## src/rtl/pipeline_stall_ctrl.sv

```systemverilog
// rtl/pipeline_stall_ctrl.sv - pipeline stall/bubble controller with load-use, flush and LDI/STI sequencing
// Optional performance counters: STALL_PERF_CNT_EN
module pipeline_stall_ctrl #(
  parameter int NUM_STAGES = 5,
  parameter int REG_ADDR_W = 3,
  parameter int CNT_W      = 16
) (
  input  logic                  clk,
  input  logic                  rst_n,
  input  logic                  if_memread,
  input  logic                  if_mem_resp,
  input  logic                  mem_memread,
  input  logic                  mem_memwrite,
  input  logic                  mem_mem_resp,
  input  logic                  mem_indirect,
  input  logic [REG_ADDR_W-1:0] id_src1,
  input  logic [REG_ADDR_W-1:0] id_src2,
  input  logic                  id_uses_src1,
  input  logic                  id_uses_src2,
  input  logic [REG_ADDR_W-1:0] ex_dest,
  input  logic                  ex_memread,
  input  logic                  ex_br_taken,
  output logic [NUM_STAGES-1:0] stall,
  output logic [NUM_STAGES-1:0] bubble,
  output logic                  ind_phase,
  output logic [CNT_W-1:0]      stall_cycles,
  output logic [CNT_W-1:0]      ind_count
);

  typedef enum logic {IDLE = 1'b0, IND_DATA = 1'b1} ind_state_t;

  ind_state_t state;

  logic imiss, dmiss, ind_stall, hold_all, flush, lu;
  logic [NUM_STAGES-1:0] bubble_req;

  assign imiss = if_memread & ~if_mem_resp;
  assign dmiss = (mem_memread | mem_memwrite) & ~mem_mem_resp;
  // The pointer access is held even on its response; only the data response releases.
  assign ind_stall = (state == IDLE) ? mem_indirect : ~mem_mem_resp;
  assign hold_all  = dmiss | ind_stall;
  assign flush     = ex_br_taken;
  assign lu = ex_memread & ~ex_br_taken &
              ((id_uses_src1 & (id_src1 == ex_dest)) |
               (id_uses_src2 & (id_src2 == ex_dest)));

  always_comb begin
    stall      = '0;
    bubble_req = '0;
    if (hold_all) begin
      stall = '1;
    end else begin
      if (imiss | lu) stall[1:0] = 2'b11;
      if (flush) begin
        bubble_req[1] = 1'b1;
        bubble_req[2] = 1'b1;
      end else if (lu) begin
        bubble_req[2] = 1'b1;
      end
    end
    bubble = bubble_req & ~stall;
  end

  always_ff @(posedge clk or negedge rst_n) begin
    if (!rst_n) begin
      state     <= IDLE;
      ind_phase <= 1'b0;
    end else begin
      case (state)
        IDLE: begin
          if (mem_indirect & mem_mem_resp) begin
            state     <= IND_DATA;
            ind_phase <= 1'b1;
          end
        end
        IND_DATA: begin
          if (mem_mem_resp) begin
            state     <= IDLE;
            ind_phase <= 1'b0;
          end
        end
        default: begin
          state     <= IDLE;
          ind_phase <= 1'b0;
        end
      endcase
    end
  end

`ifdef STALL_PERF_CNT_EN
  logic ind_done;
  assign ind_done = (state == IND_DATA) & mem_mem_resp;

  always_ff @(posedge clk or negedge rst_n) begin
    if (!rst_n) begin
      stall_cycles <= '0;
      ind_count    <= '0;
    end else begin
      if (stall[0] && (stall_cycles != '1)) stall_cycles <= stall_cycles + 1'b1;
      if (ind_done && (ind_count != '1))    ind_count    <= ind_count + 1'b1;
    end
  end
`else
  assign stall_cycles = '0;
  assign ind_count    = '0;
`endif

endmodule
```

## config.mk

```make
export PLATFORM = sky130hd
export DESIGN_NAME = pipeline_stall_ctrl
export DESIGN_NICKNAME = d
export VERILOG_FILES = /design/src/rtl/pipeline_stall_ctrl.sv
export SDC_FILE = /design/constraint.sdc
export NUM_CORES = 1
export LEC_CHECK = 0
export CORE_MARGIN = 2
export CORE_UTILIZATION = 28
export CTS_BUF_LIST = sky130_fd_sc_hd__clkbuf_4 sky130_fd_sc_hd__clkbuf_8
export DETAILED_ROUTE_END_ITERATION = 10
export GPL_TIMING_DRIVEN = 1
export PLACE_DENSITY = 0.87
export SETUP_SLACK_MARGIN = 0.3
export SYNTH_ARGS = -nofsm -noshare
export SYNTH_HDL_FRONTEND = slang
export SYNTH_SLANG_ARGS = --single-unit
```

## constraint.sdc

```tcl
create_clock -name clk -period 2.1 [get_ports clk]
set_clock_uncertainty 0.2 [all_clocks]
set_input_delay 0.315 -clock clk [delete_from_list [all_inputs] [get_ports clk]]
set_output_delay 0.315 -clock clk [all_outputs]
set_load 0.1 [all_outputs]
```

Word-level counts from Yosys, hierarchy flattened
Cells that the tools add are included.
Word-level totals
  bits in writable memories: 0
  latch bits: 0
  ROM bits: 0
  flip-flop bits (word level): 2
  memories kept: 0
  logic and storage cells: 38
  input bits: 21
Operators by class
  shifts and indexed selects: 0
  div/mod/pow operators: 0
  eq/ne operators: 4
  mux-type cells: 14
  bitwise gates (word level): 17
  reduce and logical (&&, ||, !) cells: 1
  order comparisons: 0
  multiply operators: 0
  $add $sub $neg: 0
Operator list (count)
  $mux 1: 8
  $and 1x1->1: 7
  $eq 3x3->1: 2
  $mux 2: 3
  $and 3x5->5: 1
  $not 5->5: 1
  $not 1->1: 4
  $or 1x1->1: 4
  $pmux 1 s2: 2
  $mux 3: 1
  $ne 2x1->1 const B: 1
  $ne 2x2->1 const B: 1
  $reduce_and 2->1: 1

Logic depth before layout (Yosys ltp)
  word-level depth: 9
  depth in mapped cells: 5
  mapped depth without buffers: 4

Least setup slack after synthesis
Ideal clock, no wire load.
  kind: input to output
  start point: in ex_dest[0]
  end point: out stall[1]
  data arrival time: 2.585 ns
  required time: 1.585 ns
  stages on the path: 5
  slack: -1.000 ns
  buffers on the path: 1
  cell sequence: xnor2_1 and4_1 o21ai_2 o21ai_1 buf_4
On the way
  cells in the longest elaborated chain, start to end: 7
  elaborated cells between the ends (all ways): 9
RTL lines
  start: declaration: line 20  | input logic [REG_ADDR_W-1:0] ex_dest,
  $eq 3x3->1 (on tied branches): line 44, 45
  $and 1x1->1 (on tied branches): line 44, 45
  $or 1x1->1 *: line 44  | ((id_uses_src1 & (id_src1 == ex_dest)) |
  $and 1x1->1 *: line 43  | assign lu = ex_memread & ~ex_br_taken &
  $or 1x1->1 *: line 53  | if (imiss | lu) stall[1:0] = 2'b11;
  $mux 2 *: line 53
  $mux 2 *: line 50  | if (hold_all) begin
  end: declaration: line 23  | output logic [NUM_STAGES-1:0] stall,
Every way passes the cells marked *; elsewhere a longest branch is shown, timed or not.

Worst setup path after layout
  start point: in mem_memwrite
  end point: out bubble[1]
On the way
  cells in the longest elaborated chain, start to end: 6
  elaborated cells between the ends (all ways): 7
RTL lines
  start: declaration: line 13  | input logic mem_memwrite,
  $or 1x1->1 *: line 38  | assign dmiss = (mem_memread | mem_memwrite) & ~mem_mem_resp;
  $and 1x1->1 *: line 38
  $or 1x1->1 *: line 41  | assign hold_all = dmiss | ind_stall;
  $mux 2: line 50
  $not 5->5: line 61  | bubble = bubble_req & ~stall;
  $and 3x5->5 *: line 61
  end: declaration: line 24  | output logic [NUM_STAGES-1:0] bubble,
Marks and branches as above.

==> summary.txt <==
Post-synthesis sequential area ratio: 9.95%
Max-slew violations: 0
Starting Density: 29.5%
Die Ht: 46.4 µm
NumNets Final: 115
Worst path cell trace: dlygate4sd2_1, nor3_2, o2bb2ai_2, a21oi_2, and2_4, buf_12
Power Dens Cells: 871 nW/µm²
Final setup viols: 0
Final worst slack: 0.186 ns
Worst endpoint data arrival time: 1.40 ns
Postcts setup bufs: 0
Synth Register Bits: 2
Crit. End Element: output pin
Vias in the first global route: 314
P_leak: 0.402 nW
Total number of vias: 406
Die ar.: 2150 µm²
Post-DP HPWL: 858 µm
Peak supply drop: 0.444 mV
Fraction of layout cells with a size suffix above 1: 37.0%
CP Launch Type: input pin
Grt ovf: 0
Antenna diodes: 0
Skew-Pair Late Insertion Delay: 0.22 ns
CP Class: in -> out
IO Pins: 64
CP max stage delay: 0.24 ns
Final worst-path cycle share: 91.1%
Clock slew at reported path FFs: 0.03 ns
Yosys Warn Count: 0
H-tree Lvls: 1
Simple-Gate Fraction of Synth Area: 7.71%
Max_cap viols: 0
Highest Clock Rate: 0.523 GHz
Slowest-stage cell, CP: dlygate4sd2_1
Minimum clock period: 1.91 ns
Netlist cell types: 14
Mapped Cells: 64
DRT antenna net count: 0
Wirelength, routed: 985 µm
First-pass GRT wire length: 1150 µm
Port Buffers: 28
Largest family of logic cells by synthesized area: buffers and inverters
DP Area: 761 µm²
Clock Tree Root: clkbuf_4
Critical Path RT: 1.58 ns
First-pass iteration count of the detailed router: 2
Placed cell count: 114
Synth Area in XOR/XNOR: 10.4%
Row cnt: 15
Top fanout value on the critical path: 2
Mux contribution to synthesized area: 0%
Worst hold path type: in -> async
Post-Synth Adder-Cell Area: 0%
Layout Area Growth over Synthesis: 53.7%
RSZ-0062 raised after global routing: yes
Residual DRC: 0
Core Region: 1710 µm²
Initial DRC count: 1
Post-CTS Hold Fix Bufs: 0
Syn Std Cell Area: 503 µm²
Most frequent cells in the layout: conb_1, clkbuf_2, buf_12
Place WS: -0.159 ns
Final Hold Viols: 0
Sink Count: 2
Outcome: finished, final reports clean
Largest net degree at the start of global routing: 6
WL/cell: 8.42 µm
Fillers: 152
Clock tree buffer depth: 2
Gpl congestion: 0.580
Finished Cell Area: 773 µm²
TritonCTS Buffers: 3
Post-Syn Area per Cell: 7.86 µm²
Most common cell after layout, fill and taps aside: conb_1
Vias/cell: 3.47
CTS tree: yes
Die Wd: 46.4 µm
Finished Core Util: 45.3%
Post-Layout Cell Count: 117
Initial antenna violation count: 0
Synth Area in Compound Gates: 10.7%
Total track usage: 7.47%
==> final cells by class <==
type,instances,area [µm²],area share [%]
inverter,3,11.3,1.46
tap,25,31.3,4.05
timing repair buffer,30,313,40.5
sequential,2,50.0,6.47
clock buffer,3,22.5,2.91
multi-input combinational,54,345,44.7
==> cells in the mapped netlist, drive strengths merged <==
cell	instances	area, µm²
a21oi	4	20.0
dfrtp	2	50.1
nand3	1	5.00
and2	1	6.26
buf	39	293
o2bb2ai	1	15.0
inv	3	11.3
o21ai	3	18.8
conb	1	3.75
and4	2	17.5
nor3	1	10.0
xnor2	6	52.6
==> state kept, by name, summed over array words and instances (netlist names) <==
name	count
ind_phase	1
state	1
==> where the power goes <==
group	leakage, nW	total (W)	internal [W]	switching (W)
combinational	0.364	0.000544	0.000103	0.000441
clock	0.0138	0.0000814	0.0000627	0.0000186
sequential	0.0239	0.0000483	0.0000445	0.00000385
total	0.402	0.000674	0.000211	0.000463
==> worst max-delay path, delay by kind of cell <==
family / cells / cell delay (ns)
AOI/OAI and AO/OA: 2 / 0.29
and+or+nand+nor: 2 / 0.39
buffers and inverters: 2 / 0.40
==> cell families after synthesis <==
logic type | Yosys count
DFF | 2
other | 1
and+or+nand+nor | 5
buffers and inverters | 42
AOI/OAI and AO/OA | 8
xor gates and xnor gates | 6
==> path summary, 6_finish.rpt <==
kind	startpoint	to	slack, ns	cells past startpoint
hold reg to reg	state	ind_phase	0.29	1
max in group asynchronous	rst_n	state	1.52	1
min in group clk	state	ind_phase	0.29	1
setup reg to reg	state	state	1.16	3
hold / removal	rst_n	ind_phase	0.06	1
setup / recovery	mem_memwrite	bubble[1]	0.19	6
==> layer usage <==
metal / global-route usage (%) / vias to the layer above / routed length, µm
met5: 0 / - / 0
met4: 3.43 / 0 / 0
met3: 2.75 / 0 / 153
met2: 16.1 / 37 / 575
met1: 5.30 / 182 / 256
li1: - / 187 / -
==> metrics by stage <==
stage | hold WS, ns | TNS [ns] | power (W)
floorplan | -0.181 | -0.0156 | 0.000542
CTS | 0.0568 | 0 | 0.000671
detailed placement | 0.286 | -0.411 | 0.000593
global route | 0.0511 | 0 | 0.000701
global placement | 0.282 | -0.277 | 0.000590
finish | 0.0572 | 0 | 0.000674
==> what timing repair did <==
action / 4_1_cts / 5_1_grt
pin swaps: 12 / 10
endpoints found under the hold margin: 0 / 0
setup endpoints to repair: 7 / 7
resized for setup: 26 / 16
Note: power is estimated with default switching activity, not from simulation.
